$ cat src/rtl/pcm_mem_arbiter_if.sv
// CPU-side strobe bus and PCM memory slave bus shared by the four cores
// and the arbiter. The arbiter connects through the slave modport; the
// CPUs and the memory conduit are on the master side.
interface pcm_mem_arbiter_if #(
    parameter int N_REQ      = 4,
    parameter int CPU_ADDR_W = 16,
    parameter int MEM_ADDR_W = 11,
    parameter int DATA_W     = 16,
    parameter int ID_W       = 2
);
    // CPU request strobes, all active low
    logic [N_REQ-1:0]            cpu_ce_n;
    logic [N_REQ-1:0]            cpu_oe_n;
    logic [N_REQ-1:0]            cpu_we_n;
    logic [N_REQ-1:0]            cpu_ub_n;
    logic [N_REQ-1:0]            cpu_lb_n;
    logic [N_REQ*CPU_ADDR_W-1:0] cpu_addr;
    logic [N_REQ*DATA_W-1:0]     cpu_wdata;

    // CPU completion side
    logic [DATA_W-1:0]           cpu_rdata;
    logic [N_REQ-1:0]            cpu_ack;
    logic [ID_W-1:0]             grant_id;
    logic                        busy;

    // PCM memory slave port
    logic [MEM_ADDR_W-1:0]       pcm_mem_mm_address;
    logic                        pcm_mem_mm_chipselect;
    logic                        pcm_mem_mm_clken;
    logic                        pcm_mem_mm_write;
    logic [DATA_W-1:0]           pcm_mem_mm_writedata;
    logic [1:0]                  pcm_mem_mm_byteenable;
    logic [DATA_W-1:0]           pcm_mem_mm_readdata;

    modport slave (
        input  cpu_ce_n, cpu_oe_n, cpu_we_n, cpu_ub_n, cpu_lb_n,
        input  cpu_addr, cpu_wdata,
        output cpu_rdata, cpu_ack, grant_id, busy,
        output pcm_mem_mm_address, pcm_mem_mm_chipselect, pcm_mem_mm_clken,
        output pcm_mem_mm_write, pcm_mem_mm_writedata, pcm_mem_mm_byteenable,
        input  pcm_mem_mm_readdata
    );

    modport master (
        output cpu_ce_n, cpu_oe_n, cpu_we_n, cpu_ub_n, cpu_lb_n,
        output cpu_addr, cpu_wdata,
        input  cpu_rdata, cpu_ack, grant_id, busy,
        input  pcm_mem_mm_address, pcm_mem_mm_chipselect, pcm_mem_mm_clken,
        input  pcm_mem_mm_write, pcm_mem_mm_writedata, pcm_mem_mm_byteenable,
        output pcm_mem_mm_readdata
    );
endinterface

$ cat src/rtl/pcm_mem_arbiter.sv
// Round-robin arbiter sharing the single PCM on-chip memory port between
// the LC-3 cores. One transaction is in flight at a time:
//   IDLE -> ISSUE -> ACK -> IDLE            (write, ack 2 cycles after sampling)
//   IDLE -> ISSUE -> RDWAIT -> ACK -> IDLE  (read,  ack 3 cycles after sampling)
// Addresses with any bit above the memory word range set are acknowledged
// normally but never reach the memory; such reads return zero.
// The rotation uses natural wrap of the pointer, so N_REQ is a power of two.
module pcm_mem_arbiter #(
    parameter int N_REQ      = 4,
    parameter int CPU_ADDR_W = 16,
    parameter int MEM_ADDR_W = 11,
    parameter int DATA_W     = 16
) (
    input  logic              Clk,
    input  logic              Reset,
    pcm_mem_arbiter_if.slave  bus
);
    localparam int ID_W = $clog2(N_REQ);

    typedef enum logic [1:0] {
        S_IDLE   = 2'd0,
        S_ISSUE  = 2'd1,
        S_RDWAIT = 2'd2,
        S_ACK    = 2'd3
    } state_t;

    state_t                 state_q, state_d;

    // Control registers
    logic [ID_W-1:0]        ptr_q;
    logic [ID_W-1:0]        grant_id_q;
    logic [DATA_W-1:0]      rdata_q;

    // Transaction latches captured at grant
    logic [MEM_ADDR_W-1:0]  addr_q;
    logic [DATA_W-1:0]      wdata_q;
    logic [1:0]             be_q;
    logic                   is_write_q;
    logic                   oor_q;

    // Arbitration
    logic [N_REQ-1:0]       req;
    logic                   arb_found;
    logic [ID_W-1:0]        arb_idx;
    logic [ID_W-1:0]        cand;
    logic                   grant_now;

    // Fields of the CPU selected by the arbiter
    logic [CPU_ADDR_W-1:0]  sel_addr;
    logic [DATA_W-1:0]      sel_wdata;
    logic                   sel_write;
    logic [1:0]             sel_be;
    logic                   sel_oor;

    // Combinational outputs
    logic                   mem_cs;
    logic                   mem_clken;
    logic                   mem_write;
    logic [MEM_ADDR_W-1:0]  mem_addr;
    logic [DATA_W-1:0]      mem_wdata;
    logic [1:0]             mem_be;
    logic [N_REQ-1:0]       ack_d;
    logic                   busy_d;

    // A strobe set is a request only when a direction strobe accompanies ce_n;
    // with both we_n and oe_n low the write wins.
    assign req = ~bus.cpu_ce_n & (~bus.cpu_we_n | ~bus.cpu_oe_n);

    // Round-robin search starting at ptr_q; first requester found wins
    always_comb begin
        arb_found = 1'b0;
        arb_idx   = ptr_q;
        cand      = ptr_q;
        for (int k = 0; k < N_REQ; k++) begin
            cand = ptr_q + ID_W'(k);
            if (!arb_found && req[cand]) begin
                arb_found = 1'b1;
                arb_idx   = cand;
            end
        end
    end

    assign sel_addr  = bus.cpu_addr[arb_idx*CPU_ADDR_W +: CPU_ADDR_W];
    assign sel_wdata = bus.cpu_wdata[arb_idx*DATA_W +: DATA_W];
    assign sel_write = ~bus.cpu_we_n[arb_idx];
    // Reads always fetch the full word; byte lanes only qualify writes
    assign sel_be    = sel_write ? {~bus.cpu_ub_n[arb_idx], ~bus.cpu_lb_n[arb_idx]}
                                 : 2'b11;
    assign sel_oor   = |sel_addr[CPU_ADDR_W-1:MEM_ADDR_W];

    // FSM state register
    always_ff @(posedge Clk) begin
        if (Reset) begin
            state_q <= S_IDLE;
        end else begin
            state_q <= state_d;
        end
    end

    // FSM next state and all state-decoded outputs
    always_comb begin
        state_d   = state_q;
        grant_now = 1'b0;
        mem_cs    = 1'b0;
        mem_clken = 1'b0;
        mem_write = 1'b0;
        mem_addr  = '0;
        mem_wdata = '0;
        mem_be    = '0;
        ack_d     = '0;
        busy_d    = 1'b1;
        case (state_q)
            S_IDLE: begin
                busy_d = 1'b0;
                if (arb_found) begin
                    grant_now = 1'b1;
                    state_d   = S_ISSUE;
                end
            end
            S_ISSUE: begin
                // Out-of-range accesses keep the memory port completely quiet
                if (!oor_q) begin
                    mem_cs    = 1'b1;
                    mem_clken = 1'b1;
                    mem_write = is_write_q;
                    mem_addr  = addr_q;
                    mem_wdata = wdata_q;
                    mem_be    = be_q;
                end
                state_d = is_write_q ? S_ACK : S_RDWAIT;
            end
            S_RDWAIT: begin
                state_d = S_ACK;
            end
            S_ACK: begin
                ack_d[grant_id_q] = 1'b1;
                state_d           = S_IDLE;
            end
            default: begin
                busy_d  = 1'b0;
                state_d = S_IDLE;
            end
        endcase
    end

    // Transaction latches; only meaningful while a transaction is in flight
    always_ff @(posedge Clk) begin
        if (grant_now) begin
            addr_q     <= sel_addr[MEM_ADDR_W-1:0];
            wdata_q    <= sel_wdata;
            be_q       <= sel_be;
            is_write_q <= sel_write;
            oor_q      <= sel_oor;
        end
    end

    // Pointer rotation, served-CPU index and read-data capture
    always_ff @(posedge Clk) begin
        if (Reset) begin
            ptr_q      <= '0;
            grant_id_q <= '0;
            rdata_q    <= '0;
        end else begin
            if (grant_now) begin
                ptr_q      <= arb_idx + 1'b1;
                grant_id_q <= arb_idx;
            end
            // Memory read latency is one cycle, so data is valid during RDWAIT
            if (state_q == S_RDWAIT) begin
                rdata_q <= oor_q ? '0 : bus.pcm_mem_mm_readdata;
            end
        end
    end

    assign bus.cpu_rdata             = rdata_q;
    assign bus.cpu_ack               = ack_d;
    assign bus.grant_id              = grant_id_q;
    assign bus.busy                  = busy_d;
    assign bus.pcm_mem_mm_address    = mem_addr;
    assign bus.pcm_mem_mm_chipselect = mem_cs;
    assign bus.pcm_mem_mm_clken      = mem_clken;
    assign bus.pcm_mem_mm_write      = mem_write;
    assign bus.pcm_mem_mm_writedata  = mem_wdata;
    assign bus.pcm_mem_mm_byteenable = mem_be;

endmodule

$ cat src/flat_wrapper.sv
// flat-port wrapper written by rule: the top's interface ports become plain ports
module pcm_mem_arbiter_flat 
#(
    parameter int N_REQ      = 4,
    parameter int CPU_ADDR_W = 16,
    parameter int MEM_ADDR_W = 11,
    parameter int DATA_W     = 16
)
  (Clk, Reset, bus_cpu_ce_n, bus_cpu_oe_n, bus_cpu_we_n, bus_cpu_ub_n, bus_cpu_lb_n, bus_cpu_addr, bus_cpu_wdata, bus_cpu_rdata, bus_cpu_ack, bus_grant_id, bus_busy, bus_pcm_mem_mm_address, bus_pcm_mem_mm_chipselect, bus_pcm_mem_mm_clken, bus_pcm_mem_mm_write, bus_pcm_mem_mm_writedata, bus_pcm_mem_mm_byteenable, bus_pcm_mem_mm_readdata);
  pcm_mem_arbiter_if #(.N_REQ(N_REQ), .CPU_ADDR_W(CPU_ADDR_W), .MEM_ADDR_W(MEM_ADDR_W), .DATA_W(DATA_W)) bus_i ();
  input  logic Clk;
  input  logic Reset;
  input wire logic [$bits(bus_i.cpu_ce_n)-1:0] bus_cpu_ce_n;
  input wire logic [$bits(bus_i.cpu_oe_n)-1:0] bus_cpu_oe_n;
  input wire logic [$bits(bus_i.cpu_we_n)-1:0] bus_cpu_we_n;
  input wire logic [$bits(bus_i.cpu_ub_n)-1:0] bus_cpu_ub_n;
  input wire logic [$bits(bus_i.cpu_lb_n)-1:0] bus_cpu_lb_n;
  input wire logic [$bits(bus_i.cpu_addr)-1:0] bus_cpu_addr;
  input wire logic [$bits(bus_i.cpu_wdata)-1:0] bus_cpu_wdata;
  output wire logic [$bits(bus_i.cpu_rdata)-1:0] bus_cpu_rdata;
  output wire logic [$bits(bus_i.cpu_ack)-1:0] bus_cpu_ack;
  output wire logic [$bits(bus_i.grant_id)-1:0] bus_grant_id;
  output wire logic [$bits(bus_i.busy)-1:0] bus_busy;
  output wire logic [$bits(bus_i.pcm_mem_mm_address)-1:0] bus_pcm_mem_mm_address;
  output wire logic [$bits(bus_i.pcm_mem_mm_chipselect)-1:0] bus_pcm_mem_mm_chipselect;
  output wire logic [$bits(bus_i.pcm_mem_mm_clken)-1:0] bus_pcm_mem_mm_clken;
  output wire logic [$bits(bus_i.pcm_mem_mm_write)-1:0] bus_pcm_mem_mm_write;
  output wire logic [$bits(bus_i.pcm_mem_mm_writedata)-1:0] bus_pcm_mem_mm_writedata;
  output wire logic [$bits(bus_i.pcm_mem_mm_byteenable)-1:0] bus_pcm_mem_mm_byteenable;
  input wire logic [$bits(bus_i.pcm_mem_mm_readdata)-1:0] bus_pcm_mem_mm_readdata;
  assign bus_i.cpu_ce_n = bus_cpu_ce_n;
  assign bus_i.cpu_oe_n = bus_cpu_oe_n;
  assign bus_i.cpu_we_n = bus_cpu_we_n;
  assign bus_i.cpu_ub_n = bus_cpu_ub_n;
  assign bus_i.cpu_lb_n = bus_cpu_lb_n;
  assign bus_i.cpu_addr = bus_cpu_addr;
  assign bus_i.cpu_wdata = bus_cpu_wdata;
  assign bus_cpu_rdata = bus_i.cpu_rdata;
  assign bus_cpu_ack = bus_i.cpu_ack;
  assign bus_grant_id = bus_i.grant_id;
  assign bus_busy = bus_i.busy;
  assign bus_pcm_mem_mm_address = bus_i.pcm_mem_mm_address;
  assign bus_pcm_mem_mm_chipselect = bus_i.pcm_mem_mm_chipselect;
  assign bus_pcm_mem_mm_clken = bus_i.pcm_mem_mm_clken;
  assign bus_pcm_mem_mm_write = bus_i.pcm_mem_mm_write;
  assign bus_pcm_mem_mm_writedata = bus_i.pcm_mem_mm_writedata;
  assign bus_pcm_mem_mm_byteenable = bus_i.pcm_mem_mm_byteenable;
  assign bus_i.pcm_mem_mm_readdata = bus_pcm_mem_mm_readdata;
  pcm_mem_arbiter #(.N_REQ(N_REQ), .CPU_ADDR_W(CPU_ADDR_W), .MEM_ADDR_W(MEM_ADDR_W), .DATA_W(DATA_W)) u_core (.Clk(Clk), .Reset(Reset), .bus(bus_i));
endmodule
$ cat config.mk
export PLATFORM = sky130hd
export DESIGN_NAME = pcm_mem_arbiter_flat
export DESIGN_NICKNAME = d
export VERILOG_FILES = /design/src/rtl/pcm_mem_arbiter_if.sv /design/src/rtl/pcm_mem_arbiter.sv /design/src/flat_wrapper.sv
export SDC_FILE = /design/constraint.sdc
export NUM_CORES = 1
export LEC_CHECK = 0
export ABC_AREA = 1
export CAP_MARGIN = 5
export CELL_PAD_IN_SITES_DETAIL_PLACEMENT = 2
export CELL_PAD_IN_SITES_GLOBAL_PLACEMENT = 2
export CORE_MARGIN = 2
export CORE_UTILIZATION = 19
export DETAILED_ROUTE_END_ITERATION = 10
export PLACE_DENSITY_LB_ADDON = 0.08
export SLEW_MARGIN = 20
export SYNTH_ARGS = -nofsm -noshare
export SYNTH_HDL_FRONTEND = slang
export SYNTH_SLANG_ARGS = --single-unit
$ cat constraint.sdc
create_clock -name Clk -period 5 [get_ports Clk]
set_input_delay 0.5 -clock Clk [delete_from_list [all_inputs] [get_ports Clk]]
set_output_delay 0.5 -clock Clk [all_outputs]
set_load 0.1 [all_outputs]
# Word-level counts from Yosys, hierarchy flattened

Cells that the tools add are included.

Bits in registers: 53
Input bits: 166
Logic and storage cells: 84

Add/sub/neg operators: 4
Magnitude comparators: 7
Eq/ne operators: 4
Shift-type cells: 2
Mux-type cells: 41
Bitwise operators: 8
Reduce and logical (&&, ||, !) cells: 9

Operators by type and width:

| cell                                                                    | count |
|---|---|
| 64-bit by 7-bit variable part select with 16-bit output                 | 2 |
| 16-bit 2-to-1 mux                                                       | 3 |
| 11-bit 2-to-1 mux                                                       | 2 |
| 1-bit 2-to-1 mux                                                        | 20 |
| 2-bit by 3-bit < comparator with 1-bit output, second input constant    | 6 |
| 1-bit binary-select mux with 2-bit select                               | 7 |
| 2-bit 2-to-1 mux                                                        | 6 |
| 4-bit inverter                                                          | 3 |
| 2-bit one-hot mux with 4 select lines                                   | 1 |
| 5-bit OR reduction                                                      | 1 |
| 2-bit by 1-bit adder with 2-bit output, second input constant           | 2 |
| 2-bit adder, second input constant                                      | 2 |
| 4-bit bitwise AND                                                       | 1 |
| 2-bit equality test, second input constant                              | 2 |
| 1-bit logical AND                                                       | 4 |
| 4-bit 2-to-1 mux                                                        | 1 |
| 4-bit OR                                                                | 1 |
| 1-bit zero test                                                         | 3 |
| 1-bit inverter                                                          | 3 |
| 1-bit demux with 2-bit select                                           | 1 |
| 2-bit by 1-bit equality test with 1-bit output, second input constant   | 1 |
| 2-bit by 1-bit >= comparator with 1-bit output, second input constant   | 1 |
| 2-bit zero test                                                         | 1 |
| 2-bit by 1-bit inequality test with 1-bit output, second input constant | 1 |

# Longest topological paths before layout

Gate-level depths: netlist of run 1.

Word-level depth: 18
Depth in mapped cells: 17

# Worst setup path before layout of run 1

No wires, ideal clock.

Path kind: reg-to-output
Start: register u_core.grant_id_q[0] (netlist: u_core.bus.grant_id[0])
End: output bus_cpu_ack[3]
Data arrival time: 3.251 ns
Data required time: 4.500 ns
Setup slack: 1.249 ns
Cell stages (with the launch flop): 3
Path buffers: 0
Cells stage by stage: dfxtp_1 inv_1 nor3_1

Word-level cells in the longest chain between the ends: 5
Elaborated cells between the ends (all ways): 6
Those cells by class: order compare: 2; mux: 3; reduce/logical: 1

Ends and longest elaborated chain:

| what                                                                                                                                         | RTL line               | source |
|---|---|---|
| start, declared                                                                                                                              | pcm_mem_arbiter.sv:31  | `logic [ID_W-1:0] grant_id_q;` |
| start signal, assigned                                                                                                                       | pcm_mem_arbiter.sv:166 | `grant_id_q <= arb_idx;` |
| 2-bit by 3-bit < comparator with 1-bit output (not written as such) / 2-bit by 1-bit >= comparator with 1-bit output (equally long branches) | pcm_mem_arbiter.sv:136 | `ack_d[grant_id_q] = 1'b1;` |
| 1-bit logical AND (not written as such)                                                                                                      | pcm_mem_arbiter.sv:136 |  |
| 1-bit 2-to-1 mux (not written as such)                                                                                                       | pcm_mem_arbiter.sv:136 |  |
| 1-bit demux with 2-bit select (*)                                                                                                            | -                      |  |
| 4-bit 2-to-1 mux (*)                                                                                                                         | pcm_mem_arbiter.sv:112 | `case (state_q)` |
| end, declared                                                                                                                                | flat_wrapper.sv:21     | `output wire logic [$bits(bus_i.cpu_ack)-1:0] bus_cpu_ack;` |

Mark *: on every way between the ends. The rest lies on a longest branch, timed or not.

# Worst setup path after layout of run 1

Start: register u_core.oor_q
End: output bus_pcm_mem_mm_chipselect

Word-level cells in the longest chain between the ends: 2

Ends and longest elaborated chain:

| what                   | RTL line               | source |
|---|---|---|
| start, declared        | pcm_mem_arbiter.sv:39  | `logic oor_q;` |
| start signal, assigned | pcm_mem_arbiter.sv:153 | `oor_q <= sel_oor;` |
| 1-bit 2-to-1 mux       | pcm_mem_arbiter.sv:122 | `if (!oor_q) begin` |
| 1-bit 2-to-1 mux       | pcm_mem_arbiter.sv:112 |  |
| end, declared          | flat_wrapper.sv:25     | `output wire logic [$bits(bus_i.pcm_mem_mm_chipselect)-1:0] bus_pcm_mem_mm_chipselect;` |

Every way passes these cells.

==> results of run 1 <==
## worst min-delay path, stage by stage (launching register included)
cell,delay [ns]
sky130_fd_sc_hd__dfxtp_1,0.31
sky130_fd_sc_hd__nand2_1,0.06
sky130_fd_sc_hd__a21oi_1,0.06
## cells in the final DEF, fill, tap and decap left out, types with 3 or more instances in the layout
cell                              count
sky130_fd_sc_hd__a21oi_1             21
sky130_fd_sc_hd__buf_4                4
sky130_fd_sc_hd__clkbuf_16            5
sky130_fd_sc_hd__clkdlybuf4s50_1    220
sky130_fd_sc_hd__dfxtp_1             22
sky130_fd_sc_hd__edfxtp_1            31
sky130_fd_sc_hd__ha_1                 5
sky130_fd_sc_hd__inv_1               50
sky130_fd_sc_hd__nand2_1             77
sky130_fd_sc_hd__nand2_2              6
sky130_fd_sc_hd__nand3_1             47
sky130_fd_sc_hd__nand3_2              3
sky130_fd_sc_hd__nor2_1             115
sky130_fd_sc_hd__nor3_1               8
sky130_fd_sc_hd__o21ai_0             37
sky130_fd_sc_hd__o21ai_1             47
## where the power goes
| part | switching, mW | internal, mW | total [mW] |
|---|---|---|---|
| Sequential | 0.0753 | 0.771 | 0.846 |
| Combinational | 1.69 | 0.636 | 2.32 |
| Clock | 0.184 | 0.190 | 0.374 |
| Total | 1.95 | 1.60 | 3.54 |
## kinds of logic after synthesis
logic type      count (synthesis)
compound gates                107
fa+ha+maj                       5
buf+inv                        86
flops                          53
simple gates                  263
## flip-flops by register name (all words and copies together), names as in the netlist
signal,count
u_core.wdata_q,16
u_core.is_write_q,1
u_core.be_q,2
u_core.bus.grant_id,2
u_core.ptr_q,2
u_core.oor_q,1
u_core.bus.cpu_rdata,16
u_core.addr_q,11
u_core.state_q,2
## final timing paths
kind	endpoint	depth (start not counted)
max	bus_pcm_mem_mm_chipselect	5
min	u_core.bus.cpu_rdata[3]$_SDFFE_PP0N_	2
max reg2reg	u_core.be_q[0]$_SDFFCE_PP1P_	13
min reg2reg	u_core.bus.cpu_rdata[3]$_SDFFE_PP0N_	2
## layer usage
layer  global-route usage, %  up-vias  part of all wire [%]
li1                        -     2076                     -
met1                    19.8     1979                    41
met2                    30.0      119                    51
met3                    3.59        7                   6.7
met4                    3.40        0                  0.94
met5                       0        -                     0
## per-stage QoR
step	std cells	hold WS, ns	setup WS [ns]	utilization [%]
after global routing	944	0.496	1.13	33.0
after floorplan	514	0.525	1.25	-
after global placement	936	0.455	1.64	32.2
after CTS	944	0.471	1.24	33.0
final	944	0.468	1.36	33.0
after detailed placement	936	0.462	1.59	32.2
## layout make-up
class                      instances  area, um^2
sequential                        53        1370
fill                            2141       12100
multi-input combinational        375        1720
clock buffer                       5         125
clock inverter                     3        26.3
timing repair buffer             224        2230
inverter                          55         214
tap                              229         287
==> impl_metrics.prom, run 1 <==
# TYPE chip_impl_metric gauge
chip_impl_metric{name="global_route.overflow_total",unit=""} 0
chip_impl_metric{name="totalPowerFinal",unit="mW"} 3.54
chip_impl_metric{name="number_of_antenna_violations_at_the_first_check_in_global_routing",unit=""} 0
chip_impl_metric{name="clkSlewWorstSetupHoldPaths",unit="ns"} 0.08
chip_impl_metric{name="vdd_drop_max",unit="V"} 0.000215
chip_impl_metric{name="placementRows",unit=""} 49
chip_impl_metric{name="cellPowerDensity",unit="nW/um^2"} 593
chip_impl_metric{name="max_slew_margin",unit="%"} 31.9
chip_impl_metric{name="fin_worst_skew",unit="ns"} 0.00540
chip_impl_metric{name="min_period_over_period",unit="%"} 72.7
chip_impl_info{name="outcome",value="finished with violations"} 1
chip_impl_metric{name="num_io_pins",unit=""} 221
chip_impl_info{name="yosys.cell_count.top_type",value="sky130_fd_sc_hd__nor2_1"} 1
chip_impl_metric{name="cts_buffers",unit=""} 5
chip_impl_metric{name="die_h",unit="um"} 140
chip_impl_metric{name="detail_route.wirelength",unit="mm"} 15.9
chip_impl_metric{name="post_cts_buffers",unit=""} 0
chip_impl_metric{name="areaGrowthSynthToFinish",unit="%"} 69.6
chip_impl_metric{name="max_cap_viol_count",unit=""} 0
chip_impl_info{name="crit_slowest_cell",value="sky130_fd_sc_hd__clkdlybuf4s50_1"} 1
chip_impl_info{name="failing_checks",value="DRC"} 1
chip_impl_metric{name="dieArea",unit="um^2"} 19600
chip_impl_metric{name="cts_resized",unit=""} 0
chip_impl_info{name="crit_path_start_kind",value="flop"} 1
chip_impl_metric{name="cts-htree-levels",unit=""} 2
chip_impl_metric{name="xor_and_xnor_fraction_of_the_mapped_netlist_area",unit="%"} 0
chip_impl_metric{name="ctsLongestPathBuffers",unit=""} 2
chip_impl_metric{name="final-max-slew-violation-count",unit=""} 0
chip_impl_metric{name="drive_above_1_share",unit="%"} 3.64
chip_impl_info{name="regToRegStartpoint",value="u_core.ptr_q[0]$_SDFFE_PP0P_"} 1
chip_impl_metric{name="clock_latency",unit="ns"} 0.30
chip_impl_metric{name="max_clock_freq",unit="MHz"} 275
chip_impl_metric{name="cp_arrival",unit="ns"} 3.14
chip_impl_metric{name="fp.coreArea",unit="um^2"} 18100
chip_impl_metric{name="diodes",unit=""} 0
chip_impl_metric{name="detailedPlacementHpwl",unit="mm"} 12.6
chip_impl_metric{name="gp_congestion",unit=""} 0.764
chip_impl_metric{name="hold_violations_final",unit=""} 0
chip_impl_metric{name="remaining_drc_errors",unit=""} 15
chip_impl_metric{name="share_of_the_synthesized_area_in_compound_gates_ao_oa_aoi_oai",unit="%"} 15.4
chip_impl_metric{name="period_minus_slack",unit="ns"} 3.64
chip_impl_info{name="timing.hold.worst.start",value="u_core.bus.cpu_rdata[3]$_SDFFE_PP0N_"} 1
chip_impl_metric{name="synth-seq-cells",unit=""} 53
chip_impl_metric{name="delay_contributed_by_the_slowest_stage_of_the_critical_path",unit="ns"} 0.97
chip_impl_metric{name="static-leakage-power",unit="nW"} 2.40
chip_impl_metric{name="synthAdderAreaFrac",unit="%"} 1.78
chip_impl_metric{name="buffer_ports.inserted",unit=""} 220
chip_impl_metric{name="route.detailed.vias_per_inst",unit=""} 4.43
chip_impl_info{name="min-delay-path-class",value="reg -> reg"} 1
chip_impl_metric{name="synth_top_area_share",unit="%"} 26.4
chip_impl_metric{name="die_width",unit="um"} 140
chip_impl_metric{name="ant_nets",unit=""} 0
chip_impl_metric{name="via_count_of_the_first_global_routing_pass",unit=""} 4572
chip_impl_info{name="setup.worst_path.end_class",value="output port"} 1
chip_impl_info{name="synth.top_cells.by_area",value="sky130_fd_sc_hd__edfxtp_1 26%, sky130_fd_sc_hd__dfxtp_1 13%, sky130_fd_sc_hd__nor2_1 12%"} 1
chip_impl_metric{name="post_route_standard_cell_area_excluding_fillers",unit="um^2"} 5970
chip_impl_metric{name="global_route.usage.total",unit="%"} 16.4
chip_impl_metric{name="timing.setup.tns",unit="ns"} 0
chip_impl_metric{name="finalSetupViolCount",unit=""} 0
chip_impl_metric{name="crit_path_max_fanout",unit=""} 17
chip_impl_info{name="rsz0062_at_grt",value="no"} 1
chip_impl_metric{name="synth_simple_gate_area_share",unit="%"} 31.6
chip_impl_metric{name="syn_inst",unit=""} 514
chip_impl_info{name="ordered_cell_list_for_the_critical_path",value="clkinv_1, nand2_1, buf_4, inv_1, clkdlybuf4s50_1"} 1
chip_impl_metric{name="start_util",unit="%"} 19.5
chip_impl_metric{name="grt_pass1_wl",unit="mm"} 25.2
chip_impl_metric{name="slew_at_the_pin_with_the_worst_max_slew_slack",unit="ns"} 1.02
chip_impl_info{name="crit_start",value="u_core.oor_q$_DFFE_PP_"} 1
chip_impl_metric{name="synth_enable_flop_cells",unit=""} 31
chip_impl_metric{name="holdBufCountCts",unit=""} 0
chip_impl_info{name="largest_family_of_logic_cells_by_synthesized_area",value="simple AND/OR/NAND/NOR gates"} 1
chip_impl_info{name="crit_type",value="reg -> out"} 1
chip_impl_info{name="yosys_most_used_dff",value="sky130_fd_sc_hd__edfxtp_1"} 1
chip_impl_metric{name="worst-r2r-setup-slack",unit="ns"} 2.13
chip_impl_metric{name="wl_per_cell",unit="um"} 16.9
chip_impl_info{name="critPathTopFamily",value="buffers and inverters"} 1
chip_impl_metric{name="worstPathBufferInverterCount",unit=""} 4
chip_impl_metric{name="first_iter_violations",unit=""} 143
chip_impl_info{name="synth.top_cells.by_count",value="115 x sky130_fd_sc_hd__nor2_1, 77 x sky130_fd_sc_hd__nand2_1, 50 x sky130_fd_sc_hd__inv_1"} 1
chip_impl_metric{name="dr.pass1.iters",unit=""} 9
chip_impl_metric{name="synth.distinct_cells",unit=""} 27
chip_impl_metric{name="fin_nets",unit=""} 885
chip_impl_metric{name="post_synth_arst_share",unit="%"} 0
chip_impl_info{name="clock_tree_from_tritoncts",value="built"} 1
chip_impl_metric{name="clock-sinks",unit=""} 53
chip_impl_metric{name="synth_nets",unit=""} 685
chip_impl_info{name="yosys_top_cell_by_area",value="sky130_fd_sc_hd__edfxtp_1"} 1
chip_impl_metric{name="worst-endpoint-required",unit="ns"} 4.50
chip_impl_metric{name="syn_area",unit="um^2"} 3520
chip_impl_metric{name="fraction_of_synthesized_area_in_multiplexers",unit="%"} 0
chip_impl_metric{name="placement.cell_area",unit="um^2"} 5820
chip_impl_metric{name="synthesis.yosys.warnings",unit=""} 0
chip_impl_metric{name="synthesis.area_per_instance",unit="um^2"} 6.85
chip_impl_metric{name="largest_net_degree_at_the_start_of_global_routing",unit=""} 66
chip_impl_info{name="root_buffer",value="sky130_fd_sc_hd__clkbuf_16"} 1
chip_impl_metric{name="vias",unit=""} 4181
chip_impl_metric{name="synth_seq_area_share",unit="%"} 38.9
No activity file was read; power rests on OpenSTA's default activity.
==> run 2, diff against run 1 <==
--- a/config.mk
+++ b/config.mk
@@ -10,7 +10,7 @@
 export CELL_PAD_IN_SITES_DETAIL_PLACEMENT = 2
 export CELL_PAD_IN_SITES_GLOBAL_PLACEMENT = 2
 export CORE_MARGIN = 2
-export CORE_UTILIZATION = 19
+export CORE_UTILIZATION = 18
 export DETAILED_ROUTE_END_ITERATION = 10
 export PLACE_DENSITY_LB_ADDON = 0.08
 export SLEW_MARGIN = 20
==> constraint.sdc (replaced) <==
create_clock -name Clk -period 3.8 [get_ports Clk]
set_input_delay 0.38 -clock Clk [delete_from_list [all_inputs] [get_ports Clk]]
set_output_delay 0.38 -clock Clk [all_outputs]
set_load 0.1 [all_outputs]
==> impl_metrics.prom, run 2 (same netlist as run 1, synthesis figures left out) <==
# TYPE chip_impl_metric gauge
chip_impl_metric{name="global_route.usage.total",unit="%"} 15.4
chip_impl_info{name="rsz0062_at_grt",value="no"} 1
chip_impl_info{name="timing.hold.worst.start",value="u_core.bus.cpu_rdata[15]$_SDFFE_PP0N_"} 1
chip_impl_metric{name="fp.coreArea",unit="um^2"} 19300
chip_impl_info{name="min-delay-path-class",value="reg -> reg"} 1
chip_impl_metric{name="cp_arrival",unit="ns"} 2.57
chip_impl_metric{name="placement.cell_area",unit="um^2"} 5820
chip_impl_metric{name="number_of_antenna_violations_at_the_first_check_in_global_routing",unit=""} 0
chip_impl_metric{name="gp_congestion",unit=""} 0.810
chip_impl_metric{name="dr.pass1.iters",unit=""} 4
chip_impl_metric{name="p_sw",unit="mW"} 2.58
chip_impl_info{name="clock_tree_from_tritoncts",value="built"} 1
chip_impl_metric{name="min_path_cells",unit=""} 2
chip_impl_metric{name="cts_resized",unit=""} 0
chip_impl_info{name="holdPathEnd",value="u_core.bus.cpu_rdata[15]$_SDFFE_PP0N_"} 1
chip_impl_metric{name="via_count_of_the_first_global_routing_pass",unit=""} 4554
chip_impl_metric{name="worstRegToRegCells",unit=""} 12
chip_impl_info{name="crit_type",value="reg -> out"} 1
chip_impl_metric{name="max_clock_freq",unit="MHz"} 339
chip_impl_metric{name="vdd_drop_max",unit="V"} 0.000353
chip_impl_metric{name="vias",unit=""} 4143
chip_impl_info{name="setup.worst_path.end_class",value="output port"} 1
chip_impl_metric{name="clock_latency",unit="ns"} 0.30
chip_impl_metric{name="comb_pwr_share",unit="%"} 66.3
chip_impl_metric{name="route.detailed.vias_per_inst",unit=""} 4.22
chip_impl_metric{name="die_h",unit="um"} 144
chip_impl_metric{name="first_iter_violations",unit=""} 128
chip_impl_metric{name="slew_at_the_pin_with_the_worst_max_slew_slack",unit="ns"} 1.01
chip_impl_info{name="layout_common_cells",value="189 x sky130_fd_sc_hd__clkdlybuf4s50_1, 115 x sky130_fd_sc_hd__nor2_1, 77 x sky130_fd_sc_hd__nand2_1"} 1
chip_impl_metric{name="max_cap_viol_count",unit=""} 0
chip_impl_metric{name="largest_net_degree_at_the_start_of_global_routing",unit=""} 68
chip_impl_metric{name="cts-htree-levels",unit=""} 2
chip_impl_metric{name="areaGrowthSynthToFinish",unit="%"} 69.5
chip_impl_metric{name="die_width",unit="um"} 144
chip_impl_metric{name="ant_nets",unit=""} 0
chip_impl_metric{name="cts_buffers",unit=""} 5
chip_impl_metric{name="sequential_fraction_of_design_power",unit="%"} 23.5
chip_impl_metric{name="ctsLongestPathBuffers",unit=""} 2
chip_impl_metric{name="power.share.switching",unit="%"} 54.7
chip_impl_metric{name="drive_above_1_share",unit="%"} 8.10
chip_impl_metric{name="hold_violations_final",unit=""} 0
chip_impl_metric{name="holdBufCountCts",unit=""} 0
chip_impl_metric{name="post_cts_buffers",unit=""} 0
chip_impl_info{name="root_buffer",value="sky130_fd_sc_hd__clkbuf_16"} 1
chip_impl_metric{name="start_util",unit="%"} 18.2
chip_impl_metric{name="num_io_pins",unit=""} 221
chip_impl_metric{name="worst-r2r-setup-slack",unit="ns"} 0.93
chip_impl_metric{name="static-leakage-power",unit="nW"} 2.47
chip_impl_metric{name="worst-endpoint-required",unit="ns"} 3.42
chip_impl_metric{name="cellPowerDensity",unit="nW/um^2"} 792
chip_impl_info{name="crit_path_start_kind",value="flop"} 1
chip_impl_metric{name="wl_per_cell",unit="um"} 16.4
chip_impl_metric{name="timing.setup.tns",unit="ns"} 0
chip_impl_metric{name="global_route.overflow_total",unit=""} 0
chip_impl_metric{name="fin_worst_skew",unit="ns"} 0.00423
chip_impl_metric{name="finalSetupViolCount",unit=""} 0
chip_impl_metric{name="final-max-slew-violation-count",unit=""} 0
chip_impl_info{name="regToRegStartpoint",value="u_core.ptr_q[0]$_SDFFE_PP0P_"} 1
chip_impl_metric{name="clock-sinks",unit=""} 53
chip_impl_metric{name="max_slew_margin",unit="%"} 32.5
chip_impl_metric{name="min_period_over_period",unit="%"} 77.6
chip_impl_metric{name="grt_pass1_wl",unit="mm"} 24.3
chip_impl_metric{name="placementRows",unit=""} 51
chip_impl_metric{name="post_route_standard_cell_area_excluding_fillers",unit="um^2"} 5970
chip_impl_metric{name="crit_path_max_fanout",unit=""} 18
chip_impl_metric{name="fin_nets",unit=""} 886
chip_impl_metric{name="detailedPlacementHpwl",unit="mm"} 12.4
chip_impl_metric{name="clkSlewWorstSetupHoldPaths",unit="ns"} 0.08
chip_impl_metric{name="clock_power_share",unit="%"} 10.3
chip_impl_info{name="final_common_cell",value="sky130_fd_sc_hd__clkdlybuf4s50_1"} 1
chip_impl_metric{name="remaining_drc_errors",unit=""} 0
chip_impl_metric{name="period_minus_slack",unit="ns"} 2.95
chip_impl_info{name="outcome",value="finished, final reports clean"} 1
chip_impl_info{name="r2r_end",value="u_core.wdata_q[14]$_DFFE_PP_"} 1
chip_impl_metric{name="diodes",unit=""} 0
chip_impl_metric{name="detail_route.wirelength",unit="mm"} 16.1
chip_impl_metric{name="cellInternalPower",unit="mW"} 2.14
chip_impl_metric{name="dieArea",unit="um^2"} 20700
chip_impl_metric{name="hold-worst-slack",unit="ns"} 0.470
chip_impl_metric{name="buffer_ports.inserted",unit=""} 220
chip_impl_metric{name="n_fill_cell",unit=""} 2295
run 2: cell types whose count changed in the layout (fill, tap and decap cells not counted), sizes merged:
cell           before  now
clkdlybuf4s50     220  189
clkinv              4    3
clkinvlp            0    1
buf                 4   36
run 2: layer usage:
layer  track usage [%]  up-vias  share of wire, %
li1                  -     2065                 -
met1              16.7     1969                40
met2              29.6      100                53
met3              3.97        9               6.4
met4              3.56        0               1.0
met5                 0        -                 0
run 2: worst max-delay path by stage:
| stage | startpoint | end |
|---|---|---|
| after floorplan | u_core.bus.grant_id[0]$_SDFFE_PP0P_ | bus_cpu_ack[3] |
| after global placement | bus_cpu_we_n[2] | u_core.be_q[1]$_SDFFCE_PP1P_ |
| final | u_core.oor_q$_DFFE_PP_ | bus_pcm_mem_mm_address[8] |
| after CTS | u_core.oor_q$_DFFE_PP_ | bus_pcm_mem_mm_address[8] |
| after global routing | u_core.ptr_q[0]$_SDFFE_PP0P_ | u_core.wdata_q[14]$_DFFE_PP_ |
| after detailed placement | bus_cpu_we_n[1] | u_core.wdata_q[14]$_DFFE_PP_ |
run 2: critical path, cell delays in order (launching register included):
cell	delay (ns)
sky130_fd_sc_hd__edfxtp_1	0.35
sky130_fd_sc_hd__clkinv_1	0.43
sky130_fd_sc_hd__nand2_1	0.81
sky130_fd_sc_hd__buf_4	0.34
sky130_fd_sc_hd__nor2_1	0.08
sky130_fd_sc_hd__buf_4	0.24
run 2: power groups by stage:
| stage | registers [mW] | logic [mW] | clock network (mW) |
|---|---|---|---|
| floorplan | 1.24 | 2.26 | 0 |
| global placement | 1.11 | 3.10 | 0 |
| detailed placement | 1.13 | 3.21 | 0 |
| CTS | 1.11 | 3.22 | 0.508 |
| global route | 1.13 | 3.51 | 0.533 |
| finish | 1.11 | 3.13 | 0.484 |
run 2: stage by stage:
step	total power [mW]	cells	worst slack [ns]	util (%)
after global routing	5.18	981	0.597	30.9
after global placement	4.21	973	0.825	30.1
after CTS	4.84	981	0.674	30.9
after floorplan	3.49	514	0.169	-
after detailed placement	4.34	973	0.682	30.1
final	4.72	981	0.851	30.9
run 2: area by class of cell:
cell class	count	area [um^2]	area share [%]
Clock buffer	5	125	2.10
Clock inverter	3	21.3	0.356
Inverter	55	214	3.59
Multi-Input combinational cell	375	1720	28.8
Sequential cell	53	1370	23.0
Tap cell	265	332	5.56
Timing Repair Buffer	225	2190	36.7
